<file path="src/rtl/wishbone_rr_arbiter_pkg.sv">
// rtl/wishbone_rr_arbiter_pkg.sv - shared types and round-robin search for the wishbone arbiter
package Wishbone_Arb_Pkg;

  typedef enum logic [1:0] {
    IDLE  = 2'd0,
    OWNED = 2'd1,
    ABORT = 2'd2
  } arb_state_e;

  localparam int DEFAULT_TIMEOUT = 255;
  localparam int MAX_MASTERS     = 8;

  // First requester strictly after last_owner, wrapping modulo n; one-hot result.
  function automatic logic [MAX_MASTERS-1:0] rr_pick(input logic [MAX_MASTERS-1:0] req,
                                                     input logic [2:0] last_owner,
                                                     input int n);
    logic [MAX_MASTERS-1:0] pick;
    logic [2:0]             idx;
    logic                   found;
    pick  = '0;
    found = 1'b0;
    for (int k = 1; k <= MAX_MASTERS; k++) begin
      idx = 3'((int'(last_owner) + k) % n);
      if (k <= n && !found && req[idx]) begin
        pick[idx] = 1'b1;
        found     = 1'b1;
      end
    end
    return pick;
  endfunction

endpackage

</file>
<file path="src/rtl/wishbone_rr_arbiter_picker.sv">
// rtl/wishbone_rr_arbiter_picker.sv - combinational round-robin requester search
module wb_rr_picker
  import Wishbone_Arb_Pkg::*;
#(
  parameter int NUM_MASTERS = 2
) (
  input  logic [NUM_MASTERS-1:0] req,
  input  logic [2:0]             last_owner,
  output logic [NUM_MASTERS-1:0] gnt
);

  logic [MAX_MASTERS-1:0] req_ext;
  logic [MAX_MASTERS-1:0] pick;
  logic                   unused_pick;

  always_comb begin
    req_ext                  = '0;
    req_ext[NUM_MASTERS-1:0] = req;
  end

  assign pick        = rr_pick(req_ext, last_owner, NUM_MASTERS);
  assign gnt         = pick[NUM_MASTERS-1:0];
  assign unused_pick = ^pick;

endmodule

</file>
<file path="src/rtl/wishbone_rr_arbiter.sv">
// rtl/wishbone_rr_arbiter.sv - per-cycle round-robin wishbone arbiter with stall watchdog
module wishbone_rr_arbiter
  import Wishbone_Arb_Pkg::*;
#(
  parameter int NUM_MASTERS    = 2,
  parameter int PORT_SIZE      = 8,
  parameter int TIMEOUT_CYCLES = DEFAULT_TIMEOUT
) (
  input  logic                           wb_clk_i,
  input  logic                           wb_rst_i,
  input  logic [NUM_MASTERS-1:0]         m_cyc_i,
  input  logic [NUM_MASTERS-1:0]         m_stb_i,
  input  logic [NUM_MASTERS-1:0]         m_we_i,
  input  logic [NUM_MASTERS*PORT_SIZE-1:0] m_adr_i,
  input  logic [NUM_MASTERS*PORT_SIZE-1:0] m_dat_i,
  output logic [PORT_SIZE-1:0]           m_dat_o,
  output logic [NUM_MASTERS-1:0]         m_ack_o,
  output logic [NUM_MASTERS-1:0]         m_err_o,
  output logic                           wb_cyc_o,
  output logic                           wb_stb_o,
  output logic                           wb_we_o,
  output logic [PORT_SIZE-1:0]           wb_adr_o,
  output logic [PORT_SIZE-1:0]           wb_dat_o,
  input  logic [PORT_SIZE-1:0]           wb_dat_i,
  input  logic                           wb_ack_i,
  output logic [NUM_MASTERS-1:0]         grant_o,
  output logic                           timeout_o
);

  localparam logic [15:0] STALL_LAST = 16'(TIMEOUT_CYCLES - 1);

  arb_state_e             state, state_d;
  logic [NUM_MASTERS-1:0] grant, grant_d, pick;
  logic [2:0]             last_owner, last_owner_d, owner_idx;
  logic [15:0]            stall_cnt, stall_cnt_d;
  logic                   timeout_q, timeout_d;
  logic                   owned, owner_cyc, owner_stb, owner_we, stall, fire;
  logic [PORT_SIZE-1:0]   owner_adr, owner_dat;

  wb_rr_picker #(.NUM_MASTERS(NUM_MASTERS)) u_picker (
    .req        (m_cyc_i),
    .last_owner (last_owner),
    .gnt        (pick)
  );

  // One-hot grant makes the owner mux a plain AND-OR.
  always_comb begin
    owner_adr = '0;
    owner_dat = '0;
    owner_idx = '0;
    for (int i = 0; i < NUM_MASTERS; i++) begin
      if (grant[i]) begin
        owner_adr = owner_adr | m_adr_i[i*PORT_SIZE +: PORT_SIZE];
        owner_dat = owner_dat | m_dat_i[i*PORT_SIZE +: PORT_SIZE];
        owner_idx = 3'(i);
      end
    end
  end

  assign owner_cyc = |(m_cyc_i & grant);
  assign owner_stb = |(m_stb_i & grant);
  assign owner_we  = |(m_we_i & grant);
  assign owned     = (state == OWNED);
  assign stall     = wb_stb_o & ~wb_ack_i;
  assign fire      = (TIMEOUT_CYCLES > 0) && owned && owner_cyc && stall && (stall_cnt == STALL_LAST);

  always_ff @(posedge wb_clk_i) begin
    if (wb_rst_i) begin
      state      <= IDLE;
      grant      <= '0;
      last_owner <= 3'(NUM_MASTERS - 1);
      stall_cnt  <= '0;
      timeout_q  <= 1'b0;
    end else begin
      state      <= state_d;
      grant      <= grant_d;
      last_owner <= last_owner_d;
      stall_cnt  <= stall_cnt_d;
      timeout_q  <= timeout_d;
    end
  end

  always_comb begin
    state_d      = state;
    grant_d      = grant;
    last_owner_d = last_owner;
    stall_cnt_d  = '0;
    timeout_d    = 1'b0;
    case (state)
      IDLE: begin
        if (|m_cyc_i) begin
          grant_d = pick;
          state_d = OWNED;
        end
      end
      OWNED: begin
        if (!owner_cyc) begin
          last_owner_d = owner_idx;
          grant_d      = '0;
          state_d      = IDLE;
        end else if (fire) begin
          state_d   = ABORT;
          timeout_d = 1'b1;
        end else if (stall) begin
          stall_cnt_d = (stall_cnt == 16'hFFFF) ? stall_cnt : stall_cnt + 16'd1;
        end
      end
      ABORT: begin
        if (!owner_cyc) begin
          last_owner_d = owner_idx;
          grant_d      = '0;
          state_d      = IDLE;
        end
      end
      default: begin
        grant_d = '0;
        state_d = IDLE;
      end
    endcase
  end

  assign wb_cyc_o  = owned & owner_cyc;
  assign wb_stb_o  = owned & owner_stb;
  assign wb_we_o   = owned & owner_we;
  assign wb_adr_o  = owned ? owner_adr : '0;
  assign wb_dat_o  = owned ? owner_dat : '0;
  assign m_dat_o   = wb_dat_i;
  assign m_ack_o   = grant & {NUM_MASTERS{wb_ack_i & owned}};
  assign m_err_o   = grant & {NUM_MASTERS{timeout_q}};
  assign grant_o   = grant;
  assign timeout_o = timeout_q;

endmodule

</file>
<file path="config.mk">
export PLATFORM = sky130hd
export DESIGN_NAME = wishbone_rr_arbiter
export DESIGN_NICKNAME = d
export VERILOG_FILES = /design/src/rtl/wishbone_rr_arbiter_pkg.sv /design/src/rtl/wishbone_rr_arbiter_picker.sv /design/src/rtl/wishbone_rr_arbiter.sv
export SDC_FILE = /design/constraint.sdc
export NUM_CORES = 1
export LEC_CHECK = 0
export ABC_AREA = 1
export CAP_MARGIN = 25
export CORE_UTILIZATION = 44
export DETAILED_ROUTE_END_ITERATION = 10
export PLACE_DENSITY = 0.85
export SETUP_SLACK_MARGIN = 0.1
export SLEW_MARGIN = 20
export SYNTH_ARGS = -nofsm -noshare
export SYNTH_HDL_FRONTEND = slang
export SYNTH_HIERARCHICAL = 1
export SYNTH_SLANG_ARGS = --single-unit
</file>
<file path="constraint.sdc">
create_clock -name wb_clk_i -period 2.4 [get_ports wb_clk_i]
set_clock_uncertainty 0.1 [all_clocks]
set_input_delay 0.24 -clock wb_clk_i [delete_from_list [all_inputs] [get_ports wb_clk_i]]
set_output_delay 0.24 -clock wb_clk_i [all_outputs]
set_load 0.02 [all_outputs]
</file>
* Word level (Yosys, flattened, before mapping) *
Cells that the tools add are included.

word-level totals
  bits of input ports = 49
  register bits = 22
  output and inout bits = 34
  word-level logic and storage cells = 83

cells by class
  bitwise logic cells = 19
  $lt $le $gt $ge = 4
  muxes and demuxes = 26
  reductions and logical operators = 18
  equality and inequality tests = 8
  $add $sub $neg = 3

operators with widths
  cell                                                   count
  two-way mux 8 bit                                      6
  adder 16 x 1 -> 16 bit, second input constant          1
  equality test 16 bit, second input constant            1
  equality test 16 x 8 -> 1 bit, second input constant   1
  bitwise OR 8 bit                                       2
  two-way mux 2 bit                                      7
  AND 2 bit                                              5
  OR reduction 2 bit                                     5
  < comparator 3 x 4 -> 1 bit, second input constant     2
  two-way mux 1 bit                                      7
  >= comparator 3 x 1 -> 1 bit, second input constant    2
  logical AND 1 bit                                      6
  inequality test 2 bit, second input constant           3
  one-hot mux 2 bit (3 select lines)                     1
  AND 1 bit                                              5
  OR reduction 5 bit                                     1
  binary-select mux 1 bit (select 2 bit)                 2
  demux 1 bit (select 2 bit)                             2
  inverter 1 bit                                         4
  one-hot mux 2 bit (2 select lines)                     1
  AND reduction 2 bit                                    2
  inequality test 3 x 2 -> 1 bit, second input constant  1
  AND reduction 3 bit                                    1
  OR reduction 3 bit                                     1
  7 further kinds                                        9

* Depth between registers and ports, before layout *
Gate-level depths: netlist of the first run.

  word-level depth = 11
  gate-level depth with buffers = 11
  mapped depth without buffers = 11

* By module *
Netlist of the first run, hierarchy kept.

by module, submodules not included
  module               area each (µm²)  instances  sequential area each (µm²)  cells an instance
  wishbone_rr_arbiter  1,644.1          1          440.4                       266
  wb_rr_picker         20.0             1          0.0                         5

* Least setup slack after synthesis of the first run *
OpenSTA, ideal clock, no wires.

  kind = register -> output
  from = register grant[1] (netlist: grant_o[1])
  to = output wb_adr_o[5]
  stages on the path, launching flop included = 5
  buffers on the path = 2
  slack = 0.640 ns
  required time = 2.060 ns
  data arrival time = 1.420 ns
  cell sequence = dfxtp_1 buf_2 buf_1 nand2_1 a21oi_1

on the way
  longest elaborated chain between the ends = 2

RTL lines
  element                   line                        RTL
  start: declaration        wishbone_rr_arbiter.sv:33   logic [NUM_MASTERS-1:0] grant, grant_d, pick;
  start signal: assignment  wishbone_rr_arbiter.sv:76   grant <= grant_d;
  two-way mux 8 bit         wishbone_rr_arbiter.sv:52   if (grant[i]) begin
  two-way mux 8 bit         wishbone_rr_arbiter.sv:125  assign wb_adr_o = owned ? owner_adr : '0;
  end: declaration          wishbone_rr_arbiter.sv:22   output logic [PORT_SIZE-1:0] wb_adr_o,

No other way between the ends.

* Worst setup path in the final report of the first run *
  from = register state[1]
  to = output wb_adr_o[3]

on the way
  longest elaborated chain between the ends = 2

RTL lines
  element                       line                        RTL
  start: declaration            wishbone_rr_arbiter.sv:32   arb_state_e state, state_d;
  start signal: assignment      wishbone_rr_arbiter.sv:75   state <= state_d;
  equality test 2 x 1 -> 1 bit  wishbone_rr_arbiter.sv:63   assign owned = (state == OWNED);
  two-way mux 8 bit             wishbone_rr_arbiter.sv:125

No other way between the ends.

==> results of run 1 <==
==> final cells by class <==
cell class                 instances  area (um^2)
multi-input combinational        200          993
sequential                        22          442
fill                             312         1090
inverter                          33          125
timing repair buffer              70          701
clock buffer                       4         55.1
tap                               46         57.6
==> state kept, by name, summed over array words and instances (netlist names) <==
signal and count:
stall_cnt 16, state 2, grant_o 2, last_owner 1, timeout_o 1
==> metal layers <==
layer | vias to the layer above | part of all wire [%] | global-route usage [%]
li1 | 949 | - | -
met2 | 55 | 49 | 41.0
met4 | 0 | 1.5 | 6.53
met1 | 814 | 42 | 25.5
met5 | - | 0 | 0
met3 | 10 | 8.0 | 4.71
==> report_power, final <==
group	leakage [uW]	total (uW)	internal [uW]	switching [uW]
registers	0.000178	391	377	13.7
clock network	0.0000288	267	146	120
logic	0.000850	274	136	138
==> critical path: cells and delay by family, from the launching register on <==
kind	cells	cell delay, ns
compound gates	1	0.15
flops	1	0.32
fa+ha+maj	1	0.25
buf+inv	3	0.87
==> worst paths after layout <==
| check | startpoint | endpoint | slack, ns | cells after the start |
|---|---|---|---|---|
| setup / recovery | state[1] | wb_adr_o[3] | 0.21 | 5 |
| hold / removal | wb_dat_i[0] | m_dat_o[0] | 0.38 | 0 |
| setup reg to reg | stall_cnt[0] | stall_cnt[0] | 0.62 | 8 |
| hold reg to reg | grant_o[1] | grant_o[1] | 0.40 | 2 |
==> repair_timing <==
item                       in CTS  in global routing
hold endpoints to repair        0                  0
resized for setup              13                  6
pin swaps                       0                  0
setup endpoints to repair      13                  6
==> through the flow <==
step / total power [uW] / instance area, um^2
6_report: 931 / 2370
5_1_grt: 981 / 2370
4_1_cts: 937 / 2360
3_5_place_dp: 682 / 2320
3_3_place_gp: 677 / 2320
2_1_floorplan: 553 / 1660
==> flow_results.xml, run 1 <==
<?xml version="1.0" encoding="UTF-8"?>
<metrics>
  <group name="run_status">
    <metric name="status" unit="">finished, final reports clean</metric>
  </group>
  <group name="sta">
    <metric name="achievable-frequency" unit="MHz">456</metric>
    <metric name="timing.slew.headroom" unit="%">78.8</metric>
    <metric name="finalHoldViolCount" unit="">0</metric>
    <metric name="worst-slew-pin-transition" unit="ns">0.318</metric>
    <metric name="hold_slack" unit="ns">0.380</metric>
    <metric name="setup_viol" unit="">0</metric>
    <metric name="final-max-slew-violation-count" unit="">0</metric>
    <metric name="min_period" unit="ns">2.19</metric>
    <metric name="grt_setup_unrepaired" unit="">false</metric>
    <metric name="finalWorstSetupSlack" unit="ns">0.207</metric>
    <metric name="setup_total_neg_slack" unit="ns">0</metric>
    <metric name="fin_crit_sh" unit="%">91.4</metric>
  </group>
  <group name="grt">
    <metric name="global_route.usage.total" unit="%">22.3</metric>
    <metric name="antenna_violations_before_repair" unit="">0</metric>
    <metric name="globalRouteOverflowTotal" unit="">0</metric>
    <metric name="grt_pass1_vias" unit="">1775</metric>
    <metric name="maximum_number_of_pins_on_one_net_before_global_route_repair" unit="">21</metric>
    <metric name="grt_pass1_wl" unit="um">7380</metric>
  </group>
  <group name="layout">
    <metric name="nets" unit="">385</metric>
    <metric name="fin_util" unit="%">68.4</metric>
    <metric name="drive_gt1_share" unit="%">7.29</metric>
    <metric name="layout_commonest_cell" unit="">sky130_fd_sc_hd__nand2_1</metric>
    <metric name="n_antenna_cell" unit="">0</metric>
    <metric name="flow.area_growth_from_synthesis" unit="%">43.0</metric>
    <metric name="final_cell_count_no_fill" unit="">375</metric>
    <metric name="final_cell_mix" unit="">78 x sky130_fd_sc_hd__nand2_1, 49 x sky130_fd_sc_hd__clkdlybuf4s50_1, 40 x sky130_fd_sc_hd__nor2_1</metric>
  </group>
  <group name="detailed_routing">
    <metric name="route.detailed.vias_per_inst" unit="">4.87</metric>
    <metric name="vias" unit="">1828</metric>
    <metric name="drt-initial-drc-count" unit="">72</metric>
    <metric name="postRouteWirelength" unit="um">4240</metric>
    <metric name="drc" unit="">0</metric>
    <metric name="number_of_nets_still_failing_antenna_checks_after_routing" unit="">0</metric>
    <metric name="avgRoutedWirePerCell" unit="um">11.3</metric>
    <metric name="first_pass_iters" unit="">4</metric>
  </group>
  <group name="pwr">
    <metric name="power.density_cell_area" unit="nW/um^2">392</metric>
    <metric name="ir_drop" unit="mV">0.361</metric>
    <metric name="total_leakage_power" unit="uW">0.00106</metric>
  </group>
  <group name="worst_setup_path">
    <metric name="critPathSlowestCell" unit="">sky130_fd_sc_hd__clkdlybuf4s50_1</metric>
    <metric name="worstSetupEndpointType" unit="">primary output</metric>
    <metric name="crit_path_start_kind" unit="">flip-flop</metric>
    <metric name="cp.arrival" unit="ns">1.85</metric>
    <metric name="critical_path.cell_chain" unit="">inv_1 -&gt; ha_1 -&gt; clkinv_2 -&gt; a21oi_1 -&gt; clkdlybuf4s50_1</metric>
    <metric name="timing.critical_path.required" unit="ns">2.06</metric>
    <metric name="path_max_fanout" unit="">8</metric>
    <metric name="timing_worst_setup_path_type" unit="">reg -&gt; out</metric>
    <metric name="worst_path_largest_cell_delay" unit="ns">0.62</metric>
  </group>
  <group name="cts">
    <metric name="cts_hold_repair.buffers" unit="">0</metric>
    <metric name="cts_tree" unit="">yes</metric>
    <metric name="cts.htree.levels" unit="">1</metric>
    <metric name="cts_sinks" unit="">22</metric>
    <metric name="clock-root-buffer" unit="">sky130_fd_sc_hd__clkbuf_8</metric>
    <metric name="post-cts-setup-buffer-count" unit="">0</metric>
    <metric name="clk_transition_reported_paths" unit="ns">0.08</metric>
    <metric name="max-clock-path-buffers" unit="">2</metric>
    <metric name="number_of_clock_buffers_inserted_by_tritoncts" unit="">3</metric>
    <metric name="clk_lat_worst_skew" unit="ns">0.26</metric>
  </group>
  <group name="logic_synthesis">
    <metric name="synth_area" unit="um^2">1660</metric>
    <metric name="post_syn_area_per_cell" unit="um^2">6.15</metric>
    <metric name="synth-warning-count" unit="">6</metric>
    <metric name="synth_nets" unit="">325</metric>
    <metric name="synthCells" unit="">270</metric>
  </group>
  <group name="floorplan">
    <metric name="die-width" unit="um">63.4</metric>
    <metric name="io_pins" unit="">83</metric>
    <metric name="die_height" unit="um">63.4</metric>
    <metric name="coreArea" unit="um^2">3470</metric>
    <metric name="floorplan.initialDensity" unit="%">47.9</metric>
    <metric name="placement_rows" unit="">21</metric>
    <metric name="dieArea" unit="um^2">4020</metric>
  </group>
  <group name="job">
    <metric name="timing.max_cap.violations" unit="">0</metric>
  </group>
  <group name="place">
    <metric name="buffer_ports.inserted" unit="">66</metric>
    <metric name="post-place-ws" unit="ns">0.232</metric>
    <metric name="post-dp-hpwl" unit="um">3380</metric>
    <metric name="weighted_congestion_at_the_end_of_routability_driven_global_placement" unit="">0.890</metric>
    <metric name="dp_cells" unit="">371</metric>
  </group>
  <group name="hold_path">
    <metric name="class_of_the_worst_hold_path" unit="">in -&gt; out</metric>
  </group>
</metrics>
(Power assumes the default switching activity.)
==> inputs of run 2 (changes only) <==
PLACE_DENSITY = 0.84   (was 0.85)
==> flow_results.xml, run 2 (synthesized netlist as in run 1, its figures left out) <==
<?xml version="1.0" encoding="UTF-8"?>
<metrics>
  <group name="layout">
    <metric name="drive_gt1_share" unit="%">6.99</metric>
    <metric name="layout_commonest_cell" unit="">sky130_fd_sc_hd__nand2_1</metric>
    <metric name="top_register" unit="">stall_cnt</metric>
    <metric name="n_antenna_cell" unit="">0</metric>
    <metric name="fin_util" unit="%">68.9</metric>
    <metric name="flow.area_growth_from_synthesis" unit="%">44.0</metric>
    <metric name="max_ffs_per_register" unit="">16</metric>
    <metric name="num-fill-cells" unit="">312</metric>
    <metric name="nets" unit="">385</metric>
    <metric name="final_cell_mix" unit="">78 x sky130_fd_sc_hd__nand2_1, 47 x sky130_fd_sc_hd__clkdlybuf4s50_1, 40 x sky130_fd_sc_hd__nor2_1</metric>
  </group>
  <group name="worst_setup_path">
    <metric name="crit_buf_inv" unit="">3</metric>
    <metric name="worst_path_dominant_cell_family" unit="">buffers and inverters</metric>
    <metric name="worstSetupEndpointType" unit="">primary output</metric>
    <metric name="path_max_fanout" unit="">12</metric>
    <metric name="crit_path_start_kind" unit="">flip-flop</metric>
    <metric name="critical_path.cell_chain" unit="">inv_2 -&gt; o21ai_4 -&gt; nand2_1 -&gt; clkinv_1 -&gt; clkdlybuf4s50_1</metric>
    <metric name="critPathSlowestCell" unit="">sky130_fd_sc_hd__clkdlybuf4s50_1</metric>
    <metric name="timing_worst_setup_path_type" unit="">reg -&gt; out</metric>
    <metric name="timing.critical_path.required" unit="ns">2.06</metric>
    <metric name="cp.arrival" unit="ns">1.82</metric>
    <metric name="worst_path_largest_cell_delay" unit="ns">0.60</metric>
  </group>
  <group name="sta">
    <metric name="fin_crit_sh" unit="%">89.9</metric>
    <metric name="min_period" unit="ns">2.16</metric>
    <metric name="achievable-frequency" unit="MHz">463</metric>
    <metric name="worst-slew-pin-transition" unit="ns">0.306</metric>
    <metric name="final-max-slew-violation-count" unit="">0</metric>
    <metric name="grt_setup_unrepaired" unit="">false</metric>
    <metric name="setup_total_neg_slack" unit="ns">0</metric>
    <metric name="timing.slew.headroom" unit="%">79.3</metric>
    <metric name="finalHoldViolCount" unit="">0</metric>
    <metric name="finalWorstSetupSlack" unit="ns">0.242</metric>
    <metric name="setup_viol" unit="">0</metric>
  </group>
  <group name="detailed_routing">
    <metric name="route.detailed.vias_per_inst" unit="">4.85</metric>
    <metric name="postRouteWirelength" unit="um">4390</metric>
    <metric name="vias" unit="">1820</metric>
    <metric name="drc" unit="">0</metric>
    <metric name="number_of_nets_still_failing_antenna_checks_after_routing" unit="">0</metric>
    <metric name="drt-initial-drc-count" unit="">61</metric>
    <metric name="first_pass_iters" unit="">4</metric>
    <metric name="avgRoutedWirePerCell" unit="um">11.7</metric>
  </group>
  <group name="grt">
    <metric name="globalRouteOverflowTotal" unit="">0</metric>
    <metric name="maximum_number_of_pins_on_one_net_before_global_route_repair" unit="">20</metric>
    <metric name="grt_pass1_vias" unit="">1768</metric>
    <metric name="grt_pass1_wl" unit="um">7380</metric>
    <metric name="global_route.usage.total" unit="%">22.7</metric>
    <metric name="antenna_violations_before_repair" unit="">0</metric>
  </group>
  <group name="floorplan">
    <metric name="dieArea" unit="um^2">4020</metric>
    <metric name="die-width" unit="um">63.4</metric>
    <metric name="io_pins" unit="">83</metric>
    <metric name="die_height" unit="um">63.4</metric>
    <metric name="coreArea" unit="um^2">3470</metric>
    <metric name="placement_rows" unit="">21</metric>
    <metric name="floorplan.initialDensity" unit="%">47.9</metric>
  </group>
  <group name="pwr">
    <metric name="power.switching" unit="uW">274</metric>
    <metric name="total_leakage_power" unit="uW">0.00118</metric>
    <metric name="power.density_cell_area" unit="nW/um^2">389</metric>
    <metric name="p_comb_share" unit="%">29.2</metric>
    <metric name="seqPwrFrac" unit="%">42.0</metric>
    <metric name="ir_drop" unit="mV">0.331</metric>
    <metric name="switching_share" unit="%">29.4</metric>
    <metric name="power.clock.fraction" unit="%">28.8</metric>
    <metric name="power.internal" unit="uW">656</metric>
  </group>
  <group name="place">
    <metric name="weighted_congestion_at_the_end_of_routability_driven_global_placement" unit="">0.868</metric>
    <metric name="post-place-ws" unit="ns">0.300</metric>
    <metric name="post-dp-hpwl" unit="um">3350</metric>
    <metric name="buffer_ports.inserted" unit="">66</metric>
  </group>
  <group name="cts">
    <metric name="number_of_clock_buffers_inserted_by_tritoncts" unit="">3</metric>
    <metric name="clk_lat_worst_skew" unit="ns">0.26</metric>
    <metric name="cts_tree" unit="">yes</metric>
    <metric name="cts_sinks" unit="">22</metric>
    <metric name="max-clock-path-buffers" unit="">2</metric>
    <metric name="clk_transition_reported_paths" unit="ns">0.08</metric>
    <metric name="cts.htree.levels" unit="">1</metric>
    <metric name="post-cts-setup-buffer-count" unit="">0</metric>
    <metric name="clock-root-buffer" unit="">sky130_fd_sc_hd__clkbuf_8</metric>
  </group>
  <group name="job">
    <metric name="timing.max_cap.violations" unit="">0</metric>
  </group>
  <group name="hold_path">
    <metric name="class_of_the_worst_hold_path" unit="">in -&gt; out</metric>
  </group>
  <group name="run_status">
    <metric name="status" unit="">finished, final reports clean</metric>
  </group>
</metrics>
[run 2: path summary, 6_finish.rpt]
kind | start | slack (ns) | depth (start not counted) | to
worst min register to register | stall_cnt[0] | 0.42 | 2 | stall_cnt[0]
worst max register to register | grant_o[0] | 0.60 | 7 | stall_cnt[0]
worst max-delay path | grant_o[1] | 0.24 | 5 | wb_cyc_o
worst min-delay path | wb_dat_i[6] | 0.38 | 0 | m_dat_o[6]
[run 2: per-stage QoR]
| stage | instances | hold WS, ns | instance area [um^2] | total power [uW] |
|---|---|---|---|---|
| after CTS | 375 | 0.380 | 2360 | 937 |
| after global placement | 371 | 0.380 | 2310 | 671 |
| after global routing | 375 | 0.380 | 2390 | 984 |
| final | 375 | 0.380 | 2390 | 930 |
| after floorplan | 270 | 0.209 | 1660 | 553 |
| after detailed placement | 371 | 0.380 | 2310 | 676 |
[run 2: layer usage]
| layer | global-route usage (%) | vias to the layer above | wire length [um] |
|---|---|---|---|
| li1 | - | 956 | - |
| met1 | 25.5 | 789 | 1800 |
| met2 | 41.5 | 61 | 2200 |
| met3 | 3.62 | 14 | 273 |
| met4 | 9.66 | 0 | 112 |
| met5 | 0 | - | 0 |
[run 2: power by group through the flow]
| stage | Sequential, uW | Clock (uW) | Combinational (uW) |
|---|---|---|---|
| floorplan | 397 | 0 | 155 |
| global placement | 399 | 0 | 273 |
| detailed placement | 399 | 0 | 278 |
| CTS | 391 | 271 | 276 |
| global route | 393 | 292 | 299 |
| finish | 391 | 268 | 271 |
[run 2: layout make-up]
type                       instances  area [um^2]  area share, %
multi-input combinational        200          993           41.5
timing repair buffer              70          719           30.1
sequential                        22          442           18.5
inverter                          33          124           5.18
tap                               46         57.6           2.41
clock buffer                       4         55.1           2.30
[run 2: timing repair]
item                       CTS  global route
gates resized for setup      6            14
cloned                       0             0
setup endpoints to repair    7            14
hold buffers                 0             0
pin swaps                    0             0
[run 2: worst register-to-register path: stages, from the launching register on]
cell and delay (ns):
sky130_fd_sc_hd__dfxtp_1 0.41, sky130_fd_sc_hd__buf_4 0.26, sky130_fd_sc_hd__nand2_1 0.09, sky130_fd_sc_hd__nand2_1 0.09, sky130_fd_sc_hd__nand3_1 0.13, sky130_fd_sc_hd__nor3_2 0.25, sky130_fd_sc_hd__nand2_2 0.23, sky130_fd_sc_hd__a21oi_1 0.18
==> inputs of run 3 (changes only) <==
CORE_ASPECT_RATIO = 0.7   (was not set)
CORE_MARGIN = 4   (was not set)
==> flow_results.xml, run 3 (synthesized netlist as in run 1, its figures left out) <==
<?xml version="1.0" encoding="UTF-8"?>
<metrics>
  <group name="grt">
    <metric name="antenna_violations_before_repair" unit="">0</metric>
    <metric name="globalRouteOverflowTotal" unit="">0</metric>
    <metric name="grt_pass1_wl" unit="um">7220</metric>
    <metric name="maximum_number_of_pins_on_one_net_before_global_route_repair" unit="">19</metric>
    <metric name="global_route.usage.total" unit="%">18.9</metric>
    <metric name="grt_pass1_vias" unit="">1620</metric>
  </group>
  <group name="floorplan">
    <metric name="die_height" unit="um">59.4</metric>
    <metric name="io_pins" unit="">83</metric>
    <metric name="coreArea" unit="um^2">3580</metric>
    <metric name="dieArea" unit="um^2">4840</metric>
    <metric name="floorplan.initialDensity" unit="%">46.4</metric>
    <metric name="placement_rows" unit="">18</metric>
    <metric name="die-width" unit="um">81.4</metric>
  </group>
  <group name="place">
    <metric name="weighted_congestion_at_the_end_of_routability_driven_global_placement" unit="">0.924</metric>
    <metric name="post-dp-hpwl" unit="um">3690</metric>
    <metric name="buffer_ports.inserted" unit="">66</metric>
    <metric name="post-place-ws" unit="ns">0.250</metric>
  </group>
  <group name="layout">
    <metric name="top_register" unit="">stall_cnt</metric>
    <metric name="layout_commonest_cell" unit="">sky130_fd_sc_hd__nand2_1</metric>
    <metric name="flow.area_growth_from_synthesis" unit="%">43.1</metric>
    <metric name="final_cell_mix" unit="">78 x sky130_fd_sc_hd__nand2_1, 47 x sky130_fd_sc_hd__clkdlybuf4s50_1, 40 x sky130_fd_sc_hd__nor2_1</metric>
    <metric name="nets" unit="">385</metric>
    <metric name="max_ffs_per_register" unit="">16</metric>
    <metric name="drive_gt1_share" unit="%">6.99</metric>
    <metric name="n_antenna_cell" unit="">0</metric>
  </group>
  <group name="detailed_routing">
    <metric name="first_pass_iters" unit="">4</metric>
    <metric name="postRouteWirelength" unit="um">4620</metric>
    <metric name="number_of_nets_still_failing_antenna_checks_after_routing" unit="">0</metric>
    <metric name="avgRoutedWirePerCell" unit="um">12.2</metric>
    <metric name="vias" unit="">1838</metric>
    <metric name="drt-initial-drc-count" unit="">110</metric>
    <metric name="route.detailed.vias_per_inst" unit="">4.85</metric>
    <metric name="drc" unit="">0</metric>
  </group>
  <group name="sta">
    <metric name="timing.slew.headroom" unit="%">78.0</metric>
    <metric name="setup_viol" unit="">0</metric>
    <metric name="worst-slew-pin-transition" unit="ns">0.329</metric>
    <metric name="finalWorstSetupSlack" unit="ns">0.253</metric>
    <metric name="setup_total_neg_slack" unit="ns">0</metric>
    <metric name="min_period" unit="ns">2.15</metric>
    <metric name="final-max-slew-violation-count" unit="">0</metric>
    <metric name="grt_setup_unrepaired" unit="">false</metric>
    <metric name="achievable-frequency" unit="MHz">466</metric>
    <metric name="finalHoldViolCount" unit="">0</metric>
    <metric name="fin_crit_sh" unit="%">89.5</metric>
  </group>
  <group name="cts">
    <metric name="number_of_clock_buffers_inserted_by_tritoncts" unit="">3</metric>
    <metric name="cts_sinks" unit="">22</metric>
    <metric name="clk_transition_reported_paths" unit="ns">0.08</metric>
    <metric name="cts.htree.levels" unit="">1</metric>
    <metric name="clock-root-buffer" unit="">sky130_fd_sc_hd__clkbuf_8</metric>
    <metric name="cts_tree" unit="">yes</metric>
    <metric name="clk_lat_worst_skew" unit="ns">0.26</metric>
    <metric name="max-clock-path-buffers" unit="">2</metric>
  </group>
  <group name="worst_setup_path">
    <metric name="timing.critical_path.required" unit="ns">2.06</metric>
    <metric name="crit_path_start_kind" unit="">flip-flop</metric>
    <metric name="worstSetupEndpointType" unit="">primary output</metric>
    <metric name="cp.arrival" unit="ns">1.81</metric>
    <metric name="path_max_fanout" unit="">14</metric>
    <metric name="timing_worst_setup_path_type" unit="">reg -&gt; out</metric>
  </group>
  <group name="pwr">
    <metric name="ir_drop" unit="mV">0.332</metric>
    <metric name="power.switching" unit="uW">272</metric>
    <metric name="power.clock.fraction" unit="%">28.5</metric>
    <metric name="total_leakage_power" unit="uW">0.00106</metric>
    <metric name="seqPwrFrac" unit="%">42.1</metric>
    <metric name="power.internal" unit="uW">656</metric>
    <metric name="power.density_cell_area" unit="nW/um^2">390</metric>
    <metric name="p_comb_share" unit="%">29.4</metric>
    <metric name="switching_share" unit="%">29.3</metric>
  </group>
  <group name="job">
    <metric name="timing.max_cap.violations" unit="">0</metric>
  </group>
  <group name="run_status">
    <metric name="status" unit="">finished, final reports clean</metric>
  </group>
  <group name="hold_path">
    <metric name="class_of_the_worst_hold_path" unit="">in -&gt; out</metric>
  </group>
</metrics>
run 3: stage by stage:
step / instances / power, uW / instance area [um^2] / hold WS [ns] / util [%]
final: 379 / 928 / 2380 / 0.380 / 66.4
after global routing: 379 / 979 / 2380 / 0.380 / 66.4
after CTS: 379 / 932 / 2360 / 0.380 / 65.9
after detailed placement: 375 / 679 / 2320 / 0.380 / 64.9
after global placement: 375 / 676 / 2320 / 0.380 / 64.9
after floorplan: 270 / 553 / 1660 / 0.209 / -
run 3: worst max-delay path: stages (launching register included):
cell and delay [ns]:
sky130_fd_sc_hd__dfxtp_1 0.32, sky130_fd_sc_hd__inv_1 0.11, sky130_fd_sc_hd__ha_1 0.23, sky130_fd_sc_hd__clkinv_1 0.17, sky130_fd_sc_hd__buf_4 0.22, sky130_fd_sc_hd__a21oi_1 0.15
sky130_fd_sc_hd__dlygate4sd2_1 0.35
run 3: final cells by class:
type	count	area, um^2
timing repair buffer	70	699
clock buffer	4	55.1
fill	314	1200
tap	50	62.6
inverter	33	124
sequential	22	442
multi-input combinational	200	993
run 3: power by group through the flow:
stage | logic, uW | clock network [uW] | registers, uW
finish | 273 | 264 | 390
global route | 299 | 289 | 392
CTS | 273 | 269 | 390
detailed placement | 281 | 0 | 398
global placement | 278 | 0 | 398
floorplan | 155 | 0 | 397
run 3: repair_timing:
item                       4_1_cts  5_1_grt
setup endpoints to repair       14        7
gates cloned                     0        0
setup buffers                    0        0
gates resized for setup         14        7
pin swaps                        0        0
hold buffers                     0        0
run 3: routing by layer:
layer	wire (um)	vias to the layer above	GRT usage, %
li1	-	949	-
met1	2030	808	24.5
met2	2090	75	31.8
met3	454	6	3.95
met4	48	0	5.30
met5	0	-	0
run 3: path summary, 6_finish.rpt:
path | start | end | slack, ns | cells after the start
worst min register to register | stall_cnt[0] | stall_cnt[0] | 0.41 | 2
worst min-delay path | wb_dat_i[2] | m_dat_o[2] | 0.38 | 0
worst max-delay path | state[1] | wb_adr_o[0] | 0.25 | 6
worst max register to register | grant_o[0] | stall_cnt[1] | 0.57 | 7
